## src/rtl/frame_buf_ctrl.sv

```systemverilog
// rtl/frame_buf_ctrl.sv - ping-pong scheduler for a two-bank frame buffer
// The writer fills the back bank, and the reader only swaps banks at its own start of frame.
module frame_buf_ctrl #(
   parameter int ADDR_WIDTH   = 19,
   parameter int FRAME_PIXELS = 307200,
   parameter int DATA_WIDTH   = 24
) (
   input  logic                  clk,
   input  logic                  reset,
   input  logic                  wr_valid_in,
   input  logic                  wr_sof_in,
   input  logic [DATA_WIDTH-1:0] wr_data_in,
   input  logic                  rd_req_in,
   input  logic                  rd_sof_in,
   output logic                  wr_en_out,
   output logic                  wr_bank_out,
   output logic [ADDR_WIDTH-1:0] wr_addr_out,
   output logic [DATA_WIDTH-1:0] wr_data_out,
   output logic                  rd_en_out,
   output logic                  rd_bank_out,
   output logic [ADDR_WIDTH-1:0] rd_addr_out,
   output logic                  blank_out,
   output logic                  wr_err_out,
   output logic                  rd_err_out,
   output logic [7:0]            frame_cnt_out
);
   typedef enum logic {W_IDLE, W_FILL} wr_state_t;
   typedef enum logic [1:0] {R_IDLE, R_READ, R_END} rd_state_t;

   localparam logic [ADDR_WIDTH-1:0] LAST_ADDR = ADDR_WIDTH'(FRAME_PIXELS - 1);
   localparam logic [ADDR_WIDTH-1:0] ADDR_ONE  = ADDR_WIDTH'(1);

   wr_state_t             wr_state_q, wr_state_d;
   rd_state_t             rd_state_q, rd_state_d;
   logic                  disp_bank_q, disp_bank_d;
   logic                  pending_q, pending_d;
   logic                  frame_valid_q, frame_valid_d;
   logic                  wr_en_q, wr_en_d;
   logic                  wr_bank_q, wr_bank_d;
   logic [ADDR_WIDTH-1:0] wr_addr_q, wr_addr_d;
   logic [DATA_WIDTH-1:0] wr_data_q, wr_data_d;
   logic                  wr_err_q, wr_err_d;
   logic                  rd_en_q, rd_en_d;
   logic [ADDR_WIDTH-1:0] rd_addr_q, rd_addr_d;
   logic                  rd_err_q, rd_err_d;
   logic                  blank_q, blank_d;
   logic [7:0]            frame_cnt_q, frame_cnt_d;
   logic                  rd_swap;

   always_ff @(posedge clk or negedge reset) begin
      if (!reset) begin
         wr_state_q    <= W_IDLE;
         rd_state_q    <= R_IDLE;
         disp_bank_q   <= 1'b0;
         pending_q     <= 1'b0;
         frame_valid_q <= 1'b0;
         wr_en_q       <= 1'b0;
         wr_bank_q     <= 1'b0;
         wr_addr_q     <= '0;
         wr_data_q     <= '0;
         wr_err_q      <= 1'b0;
         rd_en_q       <= 1'b0;
         rd_addr_q     <= '0;
         rd_err_q      <= 1'b0;
         blank_q       <= 1'b1;
         frame_cnt_q   <= 8'd0;
      end else begin
         wr_state_q    <= wr_state_d;
         rd_state_q    <= rd_state_d;
         disp_bank_q   <= disp_bank_d;
         pending_q     <= pending_d;
         frame_valid_q <= frame_valid_d;
         wr_en_q       <= wr_en_d;
         wr_bank_q     <= wr_bank_d;
         wr_addr_q     <= wr_addr_d;
         wr_data_q     <= wr_data_d;
         wr_err_q      <= wr_err_d;
         rd_en_q       <= rd_en_d;
         rd_addr_q     <= rd_addr_d;
         rd_err_q      <= rd_err_d;
         blank_q       <= blank_d;
         frame_cnt_q   <= frame_cnt_d;
      end
   end

   // Reader: the bank swap is evaluated before the writer so a same-cycle writer sof sees the new bank.
   always_comb begin
      rd_state_d  = rd_state_q;
      rd_en_d     = 1'b0;
      rd_addr_d   = rd_addr_q;
      rd_err_d    = 1'b0;
      blank_d     = blank_q;
      disp_bank_d = disp_bank_q;
      rd_swap     = 1'b0;
      if (rd_req_in) begin
         if (rd_sof_in) begin
            if (pending_q) begin
               rd_swap     = 1'b1;
               disp_bank_d = wr_bank_q;
            end
            if (frame_valid_q) begin
               rd_en_d    = 1'b1;
               rd_addr_d  = '0;
               blank_d    = 1'b0;
               rd_state_d = (LAST_ADDR == '0) ? R_END : R_READ;
            end else begin
               blank_d    = 1'b1;
               rd_state_d = R_IDLE;
            end
         end else begin
            case (rd_state_q)
               R_READ: begin
                  rd_en_d   = 1'b1;
                  rd_addr_d = rd_addr_q + ADDR_ONE;
                  if (rd_addr_d == LAST_ADDR) begin
                     rd_state_d = R_END;
                  end
               end
               R_END:   rd_err_d = 1'b1;
               default: ;
            endcase
         end
      end
   end

   always_comb begin
      wr_state_d    = wr_state_q;
      wr_en_d       = 1'b0;
      wr_bank_d     = wr_bank_q;
      wr_addr_d     = wr_addr_q;
      wr_data_d     = wr_data_q;
      wr_err_d      = 1'b0;
      pending_d     = pending_q && !rd_swap;
      frame_valid_d = frame_valid_q;
      frame_cnt_d   = frame_cnt_q;
      if (wr_valid_in) begin
         if (wr_sof_in) begin
            wr_en_d   = 1'b1;
            wr_addr_d = '0;
            if (wr_state_q == W_IDLE) begin
               wr_bank_d = ~disp_bank_d;
               pending_d = 1'b0;
            end else begin
               wr_err_d  = 1'b1;
            end
         end else if (wr_state_q == W_FILL) begin
            wr_en_d   = 1'b1;
            wr_addr_d = wr_addr_q + ADDR_ONE;
         end else begin
            wr_err_d  = 1'b1;
         end
      end
      if (wr_en_d) begin
         wr_data_d = wr_data_in;
         if (wr_addr_d == LAST_ADDR) begin
            pending_d     = 1'b1;
            frame_valid_d = 1'b1;
            frame_cnt_d   = frame_cnt_q + 8'd1;
            wr_state_d    = W_IDLE;
         end else begin
            wr_state_d    = W_FILL;
         end
      end
   end

   assign wr_en_out     = wr_en_q;
   assign wr_bank_out   = wr_bank_q;
   assign wr_addr_out   = wr_addr_q;
   assign wr_data_out   = wr_data_q;
   assign wr_err_out    = wr_err_q;
   assign rd_en_out     = rd_en_q;
   assign rd_bank_out   = disp_bank_q;
   assign rd_addr_out   = rd_addr_q;
   assign rd_err_out    = rd_err_q;
   assign blank_out     = blank_q;
   assign frame_cnt_out = frame_cnt_q;
endmodule

```

## config.mk

```make
export PLATFORM = sky130hd
export DESIGN_NAME = frame_buf_ctrl
export DESIGN_NICKNAME = d
export VERILOG_FILES = /design/src/rtl/frame_buf_ctrl.sv
export SDC_FILE = /design/constraint.sdc
export NUM_CORES = 1
export LEC_CHECK = 0
export BUFFER_PORTS_ARGS = -buffer_cell sky130_fd_sc_hd__buf_2
export CORE_ASPECT_RATIO = 0.8
export CORE_UTILIZATION = 30
export CTS_CLUSTER_DIAMETER = 50
export DETAILED_ROUTE_END_ITERATION = 7
export GPL_TIMING_DRIVEN = 0
export PLACE_DENSITY = 0.54
export SYNTH_ARGS = -nofsm -noshare
export SYNTH_HDL_FRONTEND = slang
export SYNTH_SLANG_ARGS = --single-unit
```

## constraint.sdc

```tcl
create_clock -name clk -period 3.5 [get_ports clk]
set_clock_uncertainty 0.1 [all_clocks]
set_input_delay 0.525 -clock clk [delete_from_list [all_inputs] [get_ports clk]]
set_output_delay 0.525 -clock clk [all_outputs]
set_load 0.05 [all_outputs]
```

==> results.cfg <==
[outcome]
status = completed

[floorplan]
die_area_sq_mm = 0.01397
die_w_microns = 131.9
core_sq_mm = 0.01301
initial_core_util_pct = 31.12
rows = 37
die_h_microns = 105.9
ios = 107

[worst_setup_path]
cp_max_fo = 9
crit_arrival_ns = 3.44
cp-start-kind = flip-flop
crit_path_end_kind = flip-flop
timing_worst_setup_path_type = reg2reg
reg2reg_to = frame_cnt_out[1]
r2r_slack_ns = 0.18
reg2reg_from = wr_addr_out[1]
ff2ff_path_depth = 10
cp_data_required_time_ns = 3.62

[global_route]
grt_pass1_vias = 3267
grt_pass1_wl_microns = 16970
grt_antenna_before_repair = 0
grt-ovfl-total = 0
track_usage_pct = 15.34
grt_max_degree = 54

[flow_run]
drv_cap = 0

[sta]
drv_slew = 0
slew_headroom_pct = 36.12
rsz0062_at_grt = no
clock.fmax_ghz = 0.3014
finalHoldViolCount = 0
finalSetupTns_ns = 0
finalSetupViolCount = 0
worst_slew_pin_slew_ns = 0.9494
period_share_pct = 94.81
layout_min_cycle_time_ns = 3.318
timing.final.ws_setup_ns = 0.1816

[synth]
synth-simple-area-share_pct = 18.26
synth_top_cells_by_count = dfrtp_1, nand2_1, o21ai_0
synth.distinct_cells = 55
ys_seq_elements = 82
synth_xor_area_share_pct = 5.841
synthAdderAreaFrac_pct = 1.545
synthFlopType = dfrtp_1
postSynth.asyncResetShare_pct = 100.0
syn_area_sq_mm = 0.004049
yosys_warnings = 0
synth_compound_area_share_pct = 12.67
postSynthCellCount = 391
synth_edf_count = 0
ys_seq_area_share_pct = 50.71
synth_top_area_share_pct = 50.06
synthMuxAreaShare_pct = 7.849
post-synth-top-count-cell = dfrtp_1
syn-num-nets = 426
netlist_top_cells_area = dfrtp_1, mux2_2, o21ai_0
synth_largest_area_cell = dfrtp_1
synth_area_per_cell_sq_um = 10.36
synth_top_family_by_area = simple AND/OR/NAND/NOR gates

[finish]
final_layout_size_suffix_gt1_share_pct = 32.23
fill_cells = 1303
fin_area_sq_mm = 0.005200
nNetsFinal = 546
n_antenna_cell = 0
synthToLayoutAreaGrowth_pct = 28.43

[clock_tree]
clk_path_buf_depth = 2
cts_tree = done
root_buffer = clkbuf_16
h-tree-depth = 3
cts_num_sinks = 82
insertion_delay_ns = 0.33
cts_made_buffers = 9
cts_hold_buffers = 0
path_clk_slew_ns = 0.06

[place]
post-place-ws_ns = -0.004541
routabilityCongestion = 0.8510
post_dp_cell_area_sq_mm = 0.004830
numPortBuffers = 106
hpwl_microns = 7474

[worst_hold_path]
hold_path.class = in2async

[pwr]
powerDensity_mw_per_mm2 = 438.3
peakVddDrop_mv = 0.2110
p_leak_nw = 2.441

[route]
via_per_inst = 5.045
wl_per_cell_microns = 14.84
vias = 3481
drtIter0Drc = 164
drc = 0
dr.pass1.iters = 4
ant_nets = 0
routed_wl_microns = 10240
worst max path at each step:
| stage | start | end | depth (start not counted) |
|---|---|---|---|
| floorplan | wr_addr_out[1] | frame_cnt_out[1] | 10 |
| global route | wr_addr_out[1] | frame_cnt_out[1] | 10 |
| finish | wr_addr_out[1] | frame_cnt_out[1] | 10 |
| detailed placement | wr_valid_in | frame_cnt_out[1] | 10 |
| CTS | wr_addr_out[1] | frame_cnt_out[1] | 10 |
| global placement | wr_addr_out[0] | frame_cnt_out[1] | 10 |
flip-flops by register name, indices dropped and copies added, names as in the netlist:
register	flops
rd_en_out	1
wr_bank_out	1
pending_q	1
rd_state_q	2
wr_state_q	1
blank_out	1
wr_data_out	24
rd_bank_out	1
frame_cnt_out	8
wr_err_out	1
rd_err_out	1
frame_valid_q	1
wr_en_out	1
wr_addr_out	19
rd_addr_out	19
where the power goes:
part	internal, W	switching [W]	leakage [nW]	total (W)
Sequential	0.000987	0.0000251	1.07	0.00101
Combinational	0.0000847	0.000213	1.22	0.000297
Clock	0.000606	0.000363	0.152	0.000970
Total	0.00168	0.000601	2.44	0.00228
metrics by stage:
step	total power [W]	util, %	hold WS (ns)	instances
global placement	0.001307	36.90	0.3472	672
global route	0.002387	39.97	0.03810	690
CTS	0.002303	39.61	0.02522	688
finish	0.002279	39.97	0.02038	690
floorplan	0.001216	-	0.1294	391
detailed placement	0.001316	37.13	0.3568	673
what timing repair did:
| item | in CTS | in global routing |
|---|---|---|
| gates resized for setup | 3 | 3 |
| endpoints found under the setup margin | 2 | 1 |
| pin swaps | 0 | 0 |
| hold endpoints to repair | 0 | 0 |
| buffers inserted | 0 | 2 |
cells in the final DEF (no fill, tap or decap), types with 9 or more instances in the layout:
master,netlist,routed
mux2_2,26,26
a21oi_1,12,12
o31ai_1,14,14
dfrtp_1,81,79
o21ai_0,28,28
nand2_1,33,33
xnor2_1,11,11
clkbuf_16,0,9
nand3_1,18,18
clkbuf_1,14,15
nor2_1,27,27
buf_2,2,107
nor4_1,10,9
xor2_1,16,16
inv_1,11,11
worst max-delay path, stage by stage, from the launching register on:
cell     delay [ns]
dfrtp_2        0.44
ha_4           0.20
nand3_2        0.20
or4_1          0.54
a21oi_2        0.17
nand4_1        0.11
or4b_1         0.51
buf_2          0.17
or3_1          0.29
buf_2          0.17
mux2_4         0.29
metal layers:
metal  wire length (microns)  track usage (%)  vias to the layer above
met2                    4514            23.09                      112
met5                       0                0                        -
met4                     156            4.900                        0
met3                     593            3.958                       13
met1                    4972            21.43                     1688
li1                        -                -                     1668
logic make-up after synthesis:
family | count (synthesis)
adder cells (fa/ha/maj) | 5
buffers and inverters | 30
XOR/XNOR | 27
multiplexers | 28
AO/OA/AOI/OAI | 81
flip-flops | 82
AND/OR/NAND/NOR | 138
final cells by class:
| class | instances | area [sq um] | area share, % |
|---|---|---|---|
| timing repair buffer | 109 | 588.1 | 11.31 |
| tap | 175 | 219.0 | 4.211 |
| sequential | 82 | 2056 | 39.53 |
| multi-input combinational | 279 | 1906 | 36.65 |
| clock inverter | 2 | 35.03 | 0.6737 |
| buffer | 18 | 81.33 | 1.564 |
| clock buffer | 13 | 270.3 | 5.197 |
| inverter | 12 | 45.04 | 0.8662 |
(Power assumes the default switching activity.)
